### config.mk
export PLATFORM = sky130hd
export DESIGN_NAME = blit_lfu_seq
export DESIGN_NICKNAME = d
export VERILOG_FILES = /design/src/rtl/blit_pkg.sv /design/src/rtl/lfu_word.sv /design/src/rtl/blit_lfu_seq.sv
export SDC_FILE = /design/constraint.sdc
export NUM_CORES = 1
export LEC_CHECK = 0
export ABC_CLOCK_PERIOD_IN_PS = 1800
export BUFFER_PORTS_ARGS = -buffer_cell sky130_fd_sc_hd__buf_4
export CAP_MARGIN = 20
export CORE_UTILIZATION = 33
export DETAILED_ROUTE_END_ITERATION = 7
export PLACE_DENSITY_LB_ADDON = 0.12
export RECOVER_POWER = 25
export SLEW_MARGIN = 20
export SYNTH_ARGS = -nofsm -noshare
export SYNTH_HDL_FRONTEND = slang
export SYNTH_SLANG_ARGS = --single-unit
### constraint.sdc
create_clock -name MasterClock -period 1.8 [get_ports MasterClock]
set_input_delay 0.18 -clock MasterClock [delete_from_list [all_inputs] [get_ports MasterClock]]
set_output_delay 0.18 -clock MasterClock [all_outputs]
set_load 0.02 [all_outputs]
### src/rtl/blit_pkg.sv
// rtl/blit_pkg.sv - shared types and constants for the blit logic-function sequencer
package blit_pkg;

    typedef enum logic [2:0] {
        ST_IDLE,
        ST_RD_SRC,
        ST_RD_DST,
        ST_WR_DST,
        ST_NEXT,
        ST_FIN
    } blit_state_t;

    localparam logic [3:0] LFU_ZERO = 4'b0000;
    localparam logic [3:0] LFU_SRC  = 4'b1100;
    localparam logic [3:0] LFU_XOR  = 4'b0110;
    localparam logic [3:0] LFU_ONE  = 4'b1111;

    localparam int LEN_W = 16;

    // Function result ignores dst when both dst polarities select the same bit.
    function automatic logic lfu_dst_indep(input logic [3:0] f);
        return (f[3] == f[2]) && (f[1] == f[0]);
    endfunction

endpackage

### src/rtl/lfu_word.sv
// rtl/lfu_word.sv - per-bit 4:1 logic function select over a data word
module lfu_word #(
    parameter int DW = 8
) (
    input  logic [3:0]    lfuc,
    input  logic [DW-1:0] src,
    input  logic [DW-1:0] dst,
    output logic [DW-1:0] result
);

    for (genvar i = 0; i < DW; i++) begin : g_bit
        assign result[i] = lfuc[{src[i], dst[i]}];
    end

endmodule

### src/rtl/blit_lfu_seq.sv
// rtl/blit_lfu_seq.sv - read-modify-write blit sequencer applying a 4-bit logic function
module blit_lfu_seq
    import blit_pkg::*;
#(
    parameter int AW = 20,
    parameter int DW = 8
) (
    input  logic             MasterClock,
    input  logic             RESETL,
    input  logic             CMD_VALID,
    output logic             CMD_READY,
    input  logic [AW-1:0]    CMD_SRC,
    input  logic [AW-1:0]    CMD_DST,
    input  logic [LEN_W-1:0] CMD_LEN,
    input  logic [3:0]       CMD_LFUC,
    output logic             MEM_REQ,
    output logic             MEM_WR,
    output logic [AW-1:0]    MEM_ADDR,
    output logic [DW-1:0]    MEM_WDATA,
    input  logic             MEM_ACK,
    input  logic [DW-1:0]    MEM_RDATA,
    output logic             BUSY,
    output logic             DONE
);

    localparam logic [AW-1:0]    ADDR_ONE = 1;
    localparam logic [LEN_W-1:0] LEN_ONE  = 1;

    blit_state_t      state, state_next;
    logic [AW-1:0]    src_ptr, dst_ptr;
    logic [LEN_W-1:0] remaining;
    logic [3:0]       lfuc;
    logic [DW-1:0]    sreg, dreg, result;
    logic             accept, acc_done, mem_state, issue, req_next;

    lfu_word #(.DW(DW)) u_lfu (
        .lfuc   (lfuc),
        .src    (sreg),
        .dst    (dreg),
        .result (result)
    );

    always_comb begin
        state_next = state;
        CMD_READY  = (state == ST_IDLE) && !DONE;
        accept     = CMD_VALID && CMD_READY;
        acc_done   = MEM_REQ && MEM_ACK;
        mem_state  = (state == ST_RD_SRC) || (state == ST_RD_DST) || (state == ST_WR_DST);
        // The request register rises one cycle into each memory state, leaving a gap after every ACK.
        issue      = mem_state && !MEM_REQ;
        req_next   = mem_state && !acc_done;
        case (state)
            ST_IDLE:   if (accept) state_next = (CMD_LEN == '0) ? ST_FIN : ST_RD_SRC;
            ST_RD_SRC: if (acc_done) state_next = lfu_dst_indep(lfuc) ? ST_WR_DST : ST_RD_DST;
            ST_RD_DST: if (acc_done) state_next = ST_WR_DST;
            ST_WR_DST: if (acc_done) state_next = ST_NEXT;
            ST_NEXT:   state_next = (remaining == LEN_ONE) ? ST_FIN : ST_RD_SRC;
            ST_FIN:    state_next = ST_IDLE;
            default:   state_next = ST_IDLE;
        endcase
    end

    assign BUSY = (state != ST_IDLE) || DONE;

    always_ff @(posedge MasterClock or negedge RESETL) begin
        if (!RESETL) begin
            state     <= ST_IDLE;
            MEM_REQ   <= 1'b0;
            MEM_WR    <= 1'b0;
            MEM_ADDR  <= '0;
            MEM_WDATA <= '0;
            DONE      <= 1'b0;
            src_ptr   <= '0;
            dst_ptr   <= '0;
            remaining <= '0;
            lfuc      <= '0;
            sreg      <= '0;
            dreg      <= '0;
        end else begin
            state   <= state_next;
            MEM_REQ <= req_next;
            DONE    <= (state == ST_FIN);
            if (issue) begin
                MEM_WR    <= (state == ST_WR_DST);
                MEM_ADDR  <= (state == ST_RD_SRC) ? src_ptr : dst_ptr;
                MEM_WDATA <= (state == ST_WR_DST) ? result : '0;
            end
            case (state)
                ST_IDLE: begin
                    if (accept) begin
                        src_ptr   <= CMD_SRC;
                        dst_ptr   <= CMD_DST;
                        remaining <= CMD_LEN;
                        lfuc      <= CMD_LFUC;
                    end
                end
                ST_RD_SRC: begin
                    if (acc_done) begin
                        sreg <= MEM_RDATA;
                        if (lfu_dst_indep(lfuc)) dreg <= '0;
                    end
                end
                ST_RD_DST: if (acc_done) dreg <= MEM_RDATA;
                ST_NEXT: begin
                    src_ptr   <= src_ptr + ADDR_ONE;
                    dst_ptr   <= dst_ptr + ADDR_ONE;
                    remaining <= remaining - LEN_ONE;
                end
                default: ;
            endcase
        end
    end

endmodule

==> key figures, run 1 <==
Status
  – Status: finished, violations left
  – Violated checks: setup timing

Clock tree
  – Clock buffer count from CTS: 9
  – Clk buf depth: 2
  – Clock transition at the registers of the reported paths: 0.08 ns
  – CTS tree: done
  – Htree depth: 3
  – Clock Latency Late Sink: 0.36 ns
  – Sink Count: between 100 and 150
  – CTS root buffer: clkbuf_16

Run
  – Max_cap viols: 0

Floorplan
  – Core area: roughly 0.017 mm²
  – Row cnt: between 40 and 50
  – Initial core utilization: ~34%
  – Top Ports: roughly 110
  – Die area: 0.0182 mm²
  – Die Y: 135 µm
  – Width of the die: around 140 µm

GRT
  – Busiest grt layer: met2
  – Total gr overflow: 0
  – Met3 Use GR: under 10%
  – Met2 GRT Util: 33.2%
  – Initial antenna violation count: 0
  – Vias in the first global route: 5427
  – Global routing usage on met1: around 28%
  – First-pass GRT wire length: 28700 µm
  – Largest net degree at the start of global routing: 50
  – GRT Util Overall: between 20% and 30%

Synthesis
  – Yosys warns: 0
  – Synth Net Count: 689
  – Mapped Area: just under 0.006 mm²
  – Largest cells by area after synthesis: dfrtp_1, nand2_1, o21ai_0, mux2i_1, mux4_2
  – Syn Inst Count: roughly 610
  – Ys flop type: dfrtp_1
  – Asr flop ratio synth: between 90% and 100%
  – Leading area contributor after synthesis: dfrtp_1
  – Syn avg cell area: around 9.5 µm²
  – Seq/Total Area, Yosys: approximately 47%
  – Post-synthesis register bit count: 110
  – EDFF count, synth: 0
  – Cell variety after synth: 60
  – Yosys top cell area share: approximately 47%

Timing
  – Final period demand of the worst path: between 1.5 and 2 ns
  – RSZ-0062 raised after global routing: true
  – Max-slew violations: 0
  – Relative slew margins: 41.3%
  – Worst setup margin: -0.182 ns
  – Final cycle utilization of the critical path: 110%
  – Clock Skew: between 0.01 and 0.015 ns
  – Final Setup Violations: 3
  – Max Fclk: 505 MHz
  – Min Hold Slack: between 0.04 and 0.05 ns
  – Slew of the pin with the lowest slew margin: just under 0.9 ns
  – Setup TNS Final: -0.254 ns
  – Fin. Hold Viols: 0

Worst setup path
  – Crit. Startpoint: remaining[6]
  – R2R depth: 4
  – Cell chain of the critical path: or4_4 > or4_4 > o311a_1 > a211o_1
  – Crit path arrival time: approximately 2.2 ns
  – Cell mode on critical path: or4_4
  – Critical path class: reg2reg
  – R2R setup slack: -0.18 ns
  – Critical path startpoint category: flip-flop
  – Critical Path Fanout Max: 2
  – Largest stage delay on the critical path: between 0.5 and 0.6 ns
  – Crit Reg-Reg Startpoint: remaining[6]
  – RR Endpoint: remaining[11]
  – Critical Path RT: 2.03 ns
  – CP endpoint kind: flip-flop
  – Cell family with the largest share of critical-path delay: simple AND/OR/NAND/NOR gates
  – CP Buf/Inv Count: 0
  – Crit-path slowest cell: or4_4

Routing
  – Count of antenna-violating nets left after detailed routing: 0
  – Post-Route WL: between 15000 and 20000 µm
  – Detailed-route wire length per cell: about 18 µm
  – Initial DRC count: slightly above 300
  – DR vias: approximately 5500
  – DRC Markers: 0
  – Via/cell ratio: 5.38
  – Pre-Repair DR Iteration Count: 5

Placed design
  – Port Buf Inserts: about 100
  – Setup slack at placement: -0.160 ns
  – GP Congestion: just under 0.9
  – HPWL Detailed: 13400 µm

Power and ir drop
  – VDD IR max: 0.625 mV
  – Leak: between 3 and 4 nW
  – Pwr dens: approximately 1700 mW/mm²

Layout
  – FILL cells: 1722
  – Most common cell after layout, fill and taps aside: buf_4
  – Ant diodes: 0
  – Layout Nets: around 870
  – Layout cells sized above 1: ~34%
  – Post-layout util: between 40% and 50%
  – Area grow syn2layout: 38.2%
  – Commonest cells after routing, fill and taps aside: buf_4, dfrtp_1, nand2_1

Min path
  – WHS Endpoint: src_ptr[5]
  – Worst hold start: CMD_SRC[5]
  – Hold path cells: 3
  – HP Class: in2reg
## how the worst max path moves through the flow
stage | end | cells past startpoint
final | remaining[11] | 4
after global routing | remaining[11] | 4
after detailed placement | remaining[11] | 4
after CTS | remaining[11] | 4
after global placement | remaining[11] | 4
after floorplan | remaining[11] | 4
## power by group
part	switching, W	internal [W]
Clock	0.000944	0.00126
Combinational	0.00365	0.00341
Sequential	0.000970	0.00365
## layer usage
metal | part of all wire (%) | vias up
met5 | 0 | -
met4 | 1.6 | 0
met3 | 4.5 | 22
met2 | 47 | 158
met1 | 47 | 2666
li1 | - | 2655
## kinds of logic (layout without fill, tap and decap cells)
family,count (synthesis),in the layout,synth area share (%)
simple gates,250,250,21.7
compound gates,149,149,17.2
flops,110,110,47.1
buf+inv,57,242,4.00
mux,37,37,8.22
xor+xnor,6,6,0.899
fa+ha+maj,4,4,0.857
## repair_timing
action,CTS,global route
buffers inserted,4,7
hold buffers,1,0
endpoints found under the setup margin,15,29
endpoints found under the hold margin,30,0
pin swaps,2,14
resized for setup,14,21
## flip-flops by register name, summed over array words and instances, names as in the netlist, 3 cells and up
name	cells
lfuc	4
MEM_ADDR	20
MEM_WDATA	8
remaining	16
sreg	8
dreg	8
src_ptr	20
dst_ptr	20
state	3
## Yosys cell counts, types with 6 or more instances
cell type,n
mux4_2,8
buf_2,12
mux2_2,8
nor3_1,19
o211ai_1,13
a22oi_1,6
clkbuf_1,22
nor2_1,25
a21oi_1,17
o22ai_1,11
o21ai_0,47
dfrtp_1,110
or4_1,9
a22o_1,8
and3_1,7
a221o_1,7
o311ai_0,15
nor4_1,15
nand4_1,12
nand3_1,32
mux2i_1,21
nand2_1,95
inv_1,18
## final cells by class
class                      count  area (µm²)  share of cell area (%)
multi-input combinational    446        2970                    36.8
clock inverter                 5        81.3                    1.01
inverter                      18        70.1                   0.868
tap                          225         282                    3.49
timing repair buffer         208        1680                    20.8
clock buffer                  11         243                    3.01
sequential                   110        2760                    34.1
## tightest hold or removal path: stages
cell,delay [ns]
buf_4,0.08
nand2_1,0.04
o311ai_1,0.07
## metrics by stage
step	cells	cell area [µm²]	power (W)
after detailed placement	996	7550	0.0114
after floorplan	613	5860	0.00840
after global routing	1023	8080	0.0149
final	1023	8080	0.0139
after CTS	1017	7970	0.0138
after global placement	996	7550	0.0112
Note: power is estimated with default switching activity, not from simulation.
==> run 2, diff against run 1 <==
Settings changed: CORE_MARGIN from default to 2, CTS_CLUSTER_SIZE from default to 25.
==> run 2 against run 1 <==
  * The run still ends with setup timing left
  * Sequential power is essentially flat
  * Sequential share of layout area grew 0.15 points
  * Core utilization shrank 0.19 points
  * First-iteration DRC count grew 18%
  * Combinational power shrank 0.6%
  * Hold slack lost 0.030 ns
  * Wire length grew 0.94%
  * Register-to-register slack lost 0.03 ns
  * Clock skew shrank 0.00085 ns
  * Via count grew 0.42%
  * Design area shrank 0.40%
  * Final cell count shrank 0.39%
  * Critical path type unchanged
==> key figures, run 2 (synthesized netlist as in run 1, its figures left out) <==
Clock tree
  – Clock Latency Late Sink: 0.36 ns (about the same)
  – Sink Count: 110 (unchanged)
  – CTS tree: done
  – Clock buffer count from CTS: 9 (unchanged)
  – Clock transition at the registers of the reported paths: 0.08 ns (about the same)
  – Htree depth: 3 (unchanged)
  – CTS root buffer: clkbuf_16
  – Clk buf depth: 2 (unchanged)

Routing
  – DRC Markers: 0 (unchanged)
  – Pre-Repair DR Iteration Count: 8 (+3)
  – DR vias: 5524 (+0.42%)
  – Detailed-route wire length per cell: 18.0 µm (+1.3%)
  – Via/cell ratio: 5.42 (+0.81%)
  – Initial DRC count: 362 (+18%)
  – Count of antenna-violating nets left after detailed routing: 0 (unchanged)
  – Post-Route WL: 18400 µm (+0.94%)

Layout
  – Layout Nets: 865 (-0.46%)
  – Layout cells sized above 1: 34.9% (+0.55 points)
  – Non-filler cells, final: 1019 (-0.39%)
  – Sequential Area: 0.00276 mm² (about the same)
  – Ant diodes: 0 (unchanged)
  – Area grow syn2layout: 37.6%
  – Most common cell after layout, fill and taps aside: buf_4
  – Multi-input logic area: 0.00301 mm² (+1.4%)
  – Commonest cells after routing, fill and taps aside: buf_4, dfrtp_1, nand2_1
  – Biggest regs: MEM_ADDR: 20 flops, dst_ptr: 20 flops, src_ptr: 20 flops
  – FILL cells: 1694 (-1.6%)

Status
  – Status: finished, violations left
  – Violated checks: setup timing

GRT
  – First-pass GRT wire length: 29100 µm (+1.5%)
  – Initial antenna violation count: 0 (unchanged)
  – GRT Util Overall: 20.0% (-0.50 points)
  – Total gr overflow: 0 (unchanged)
  – Largest net degree at the start of global routing: 111 (+120%)
  – Vias in the first global route: 5583 (+2.9%)

Worst setup path
  – R2R setup slack: -0.21 ns (-0.03 ns)
  – R2R depth: 6 (+2)
  – Crit. Startpoint: remaining[0]
  – Crit Reg-Reg Startpoint: remaining[0]
  – Cell family with the largest share of critical-path delay: simple AND/OR/NAND/NOR gates
  – Critical path startpoint category: flip-flop
  – Largest stage delay on the critical path: 0.55 ns (about the same)
  – Critical Path RT: 2.04 ns (about the same)
  – Cell chain of the critical path: or4_4 > or4_4 > buf_4 > buf_6 > o32ai_4 > a21oi_1
  – CP Buf/Inv Count: 2 (+2)
  – Crit path arrival time: 2.25 ns (+0.03 ns)
  – Crit-path slowest cell: or4_4
  – Critical Path Fanout Max: 2 (unchanged)
  – Critical path class: reg2reg
  – Cell mode on critical path: or4_4
  – RR Endpoint: remaining[7]
  – CP endpoint kind: flip-flop

Power and ir drop
  – VDD IR max: 0.819 mV (+31%)
  – Clock share of power: 14.5% (-1.4 points)
  – Pwr dens: 1700 mW/mm² (-1.4%)
  – Internal power: 0.00800 W (-3.9%)
  – Combinational share of power: 51.4% (+0.6 points)
  – Leak: 3.49 nW (-0.82%)
  – Power Total: 0.0136 W (-1.8%)
  – Sw power: 0.00564 W (+1.2%)
  – Sequential power share: 34.1% (+0.8 points)
  – Sw frac: 41.3% (+1.2 points)

Timing
  – Final period demand of the worst path: 2.01 ns (+0.0272 ns)
  – Max-slew violations: 0 (unchanged)
  – RSZ-0062 raised after global routing: true
  – Clock Skew: 0.0117 ns (-0.000852 ns)
  – Max Fclk: 498 MHz (-1.4%)
  – Worst setup margin: -0.209 ns (-0.0272 ns)
  – Slew of the pin with the lowest slew margin: 1.05 ns (+0.168 ns)
  – Final Setup Violations: 3 (unchanged)
  – Final cycle utilization of the critical path: 112% (+1.5 points)
  – Relative slew margins: 30.0% (-11 points)
  – Fin. Hold Viols: 0 (unchanged)
  – Setup TNS Final: -0.533 ns (-0.279 ns)

Placed design
  – Port Buf Inserts: 104 (unchanged)
  – GP Congestion: 0.845 (-5.4%)
  – Post-placement cell count: 991 (-0.50%)
  – Setup slack at placement: -0.170 ns (-0.00956 ns)
  – HPWL Detailed: 13100 µm (-1.6%)

Floorplan
  – Core area: 0.0173 mm² (unchanged)
  – Die area: 0.0188 mm² (+3.0%)
  – Top Ports: 105 (unchanged)
  – Row cnt: 48 (unchanged)
  – Die Y: 137 µm (+1.5%)
  – Initial core utilization: 33.8% (unchanged)
  – Width of the die: 137 µm (+1.5%)

Min path
  – Hold path cells: 3 (unchanged)
  – Worst hold start: CMD_LFUC[1]
  – HP Class: in2reg
  – WHS Endpoint: lfuc[1]

Run
  – Max_cap viols: 0 (unchanged)
run 2: cell type report:
cell class,instances,share of cell area [%]
Sequential cell,110,34.3
Multi-Input combinational cell,446,37.4
Clock buffer,9,2.80
Tap cell,225,3.50
Timing Repair Buffer,204,20.5
Clock inverter,7,0.700
Inverter,18,0.840
run 2: through the flow:
stage | hold WS (ns) | cell area (µm²) | util, %
after floorplan | -0.116 | 5860 | -
after global placement | 0.319 | 7500 | 43.3
after detailed placement | 0.324 | 7500 | 43.3
after CTS | 0.00478 | 7900 | 45.6
after global routing | 0.0162 | 8040 | 46.5
final | 0.0135 | 8040 | 46.5
run 2: power groups by stage:
| stage | clock network, W | registers [W] | logic (W) |
|---|---|---|---|
| 3_3_place_gp | 0 | 0.00460 | 0.00657 |
| 5_1_grt | 0.00210 | 0.00484 | 0.00770 |
| 3_5_place_dp | 0 | 0.00465 | 0.00670 |
| 2_1_floorplan | 0 | 0.00486 | 0.00354 |
| 4_1_cts | 0.00202 | 0.00462 | 0.00682 |
| 6_report | 0.00197 | 0.00465 | 0.00702 |
run 2: what timing repair did:
| item | 4_1_cts | 5_1_grt |
|---|---|---|
| hold endpoints to repair | 110 | 0 |
| pin swaps | 1 | 10 |
| hold buffers | 1 | 0 |
| resized for setup | 13 | 36 |
| setup buffers | 7 | 5 |
| setup endpoints to repair | 17 | 52 |
run 2: worst max-delay path by stage:
stage | cells after the start | to
floorplan | 4 | remaining[11]
global placement | 4 | remaining[11]
detailed placement | 4 | remaining[11]
CTS | 4 | remaining[11]
global route | 4 | remaining[11]
finish | 6 | remaining[7]
run 2: worst register-to-register path, cell delays in order (launching register included):
cell,delay [ns]
dfrtp_1,0.39
or4_4,0.55
or4_4,0.43
buf_4,0.15
buf_6,0.11
o32ai_4,0.20
a21oi_1,0.06
run 2: per-layer routing:
| metal | track usage (%) | vias up | wire [µm] |
|---|---|---|---|
| met4 | 6.64 | 0 | 230 |
| li1 | - | 2650 | - |
| met5 | 0 | - | 0 |
| met3 | 2.56 | 15 | 759 |
| met1 | 27.3 | 2709 | 8430 |
| met2 | 32.8 | 150 | 8930 |
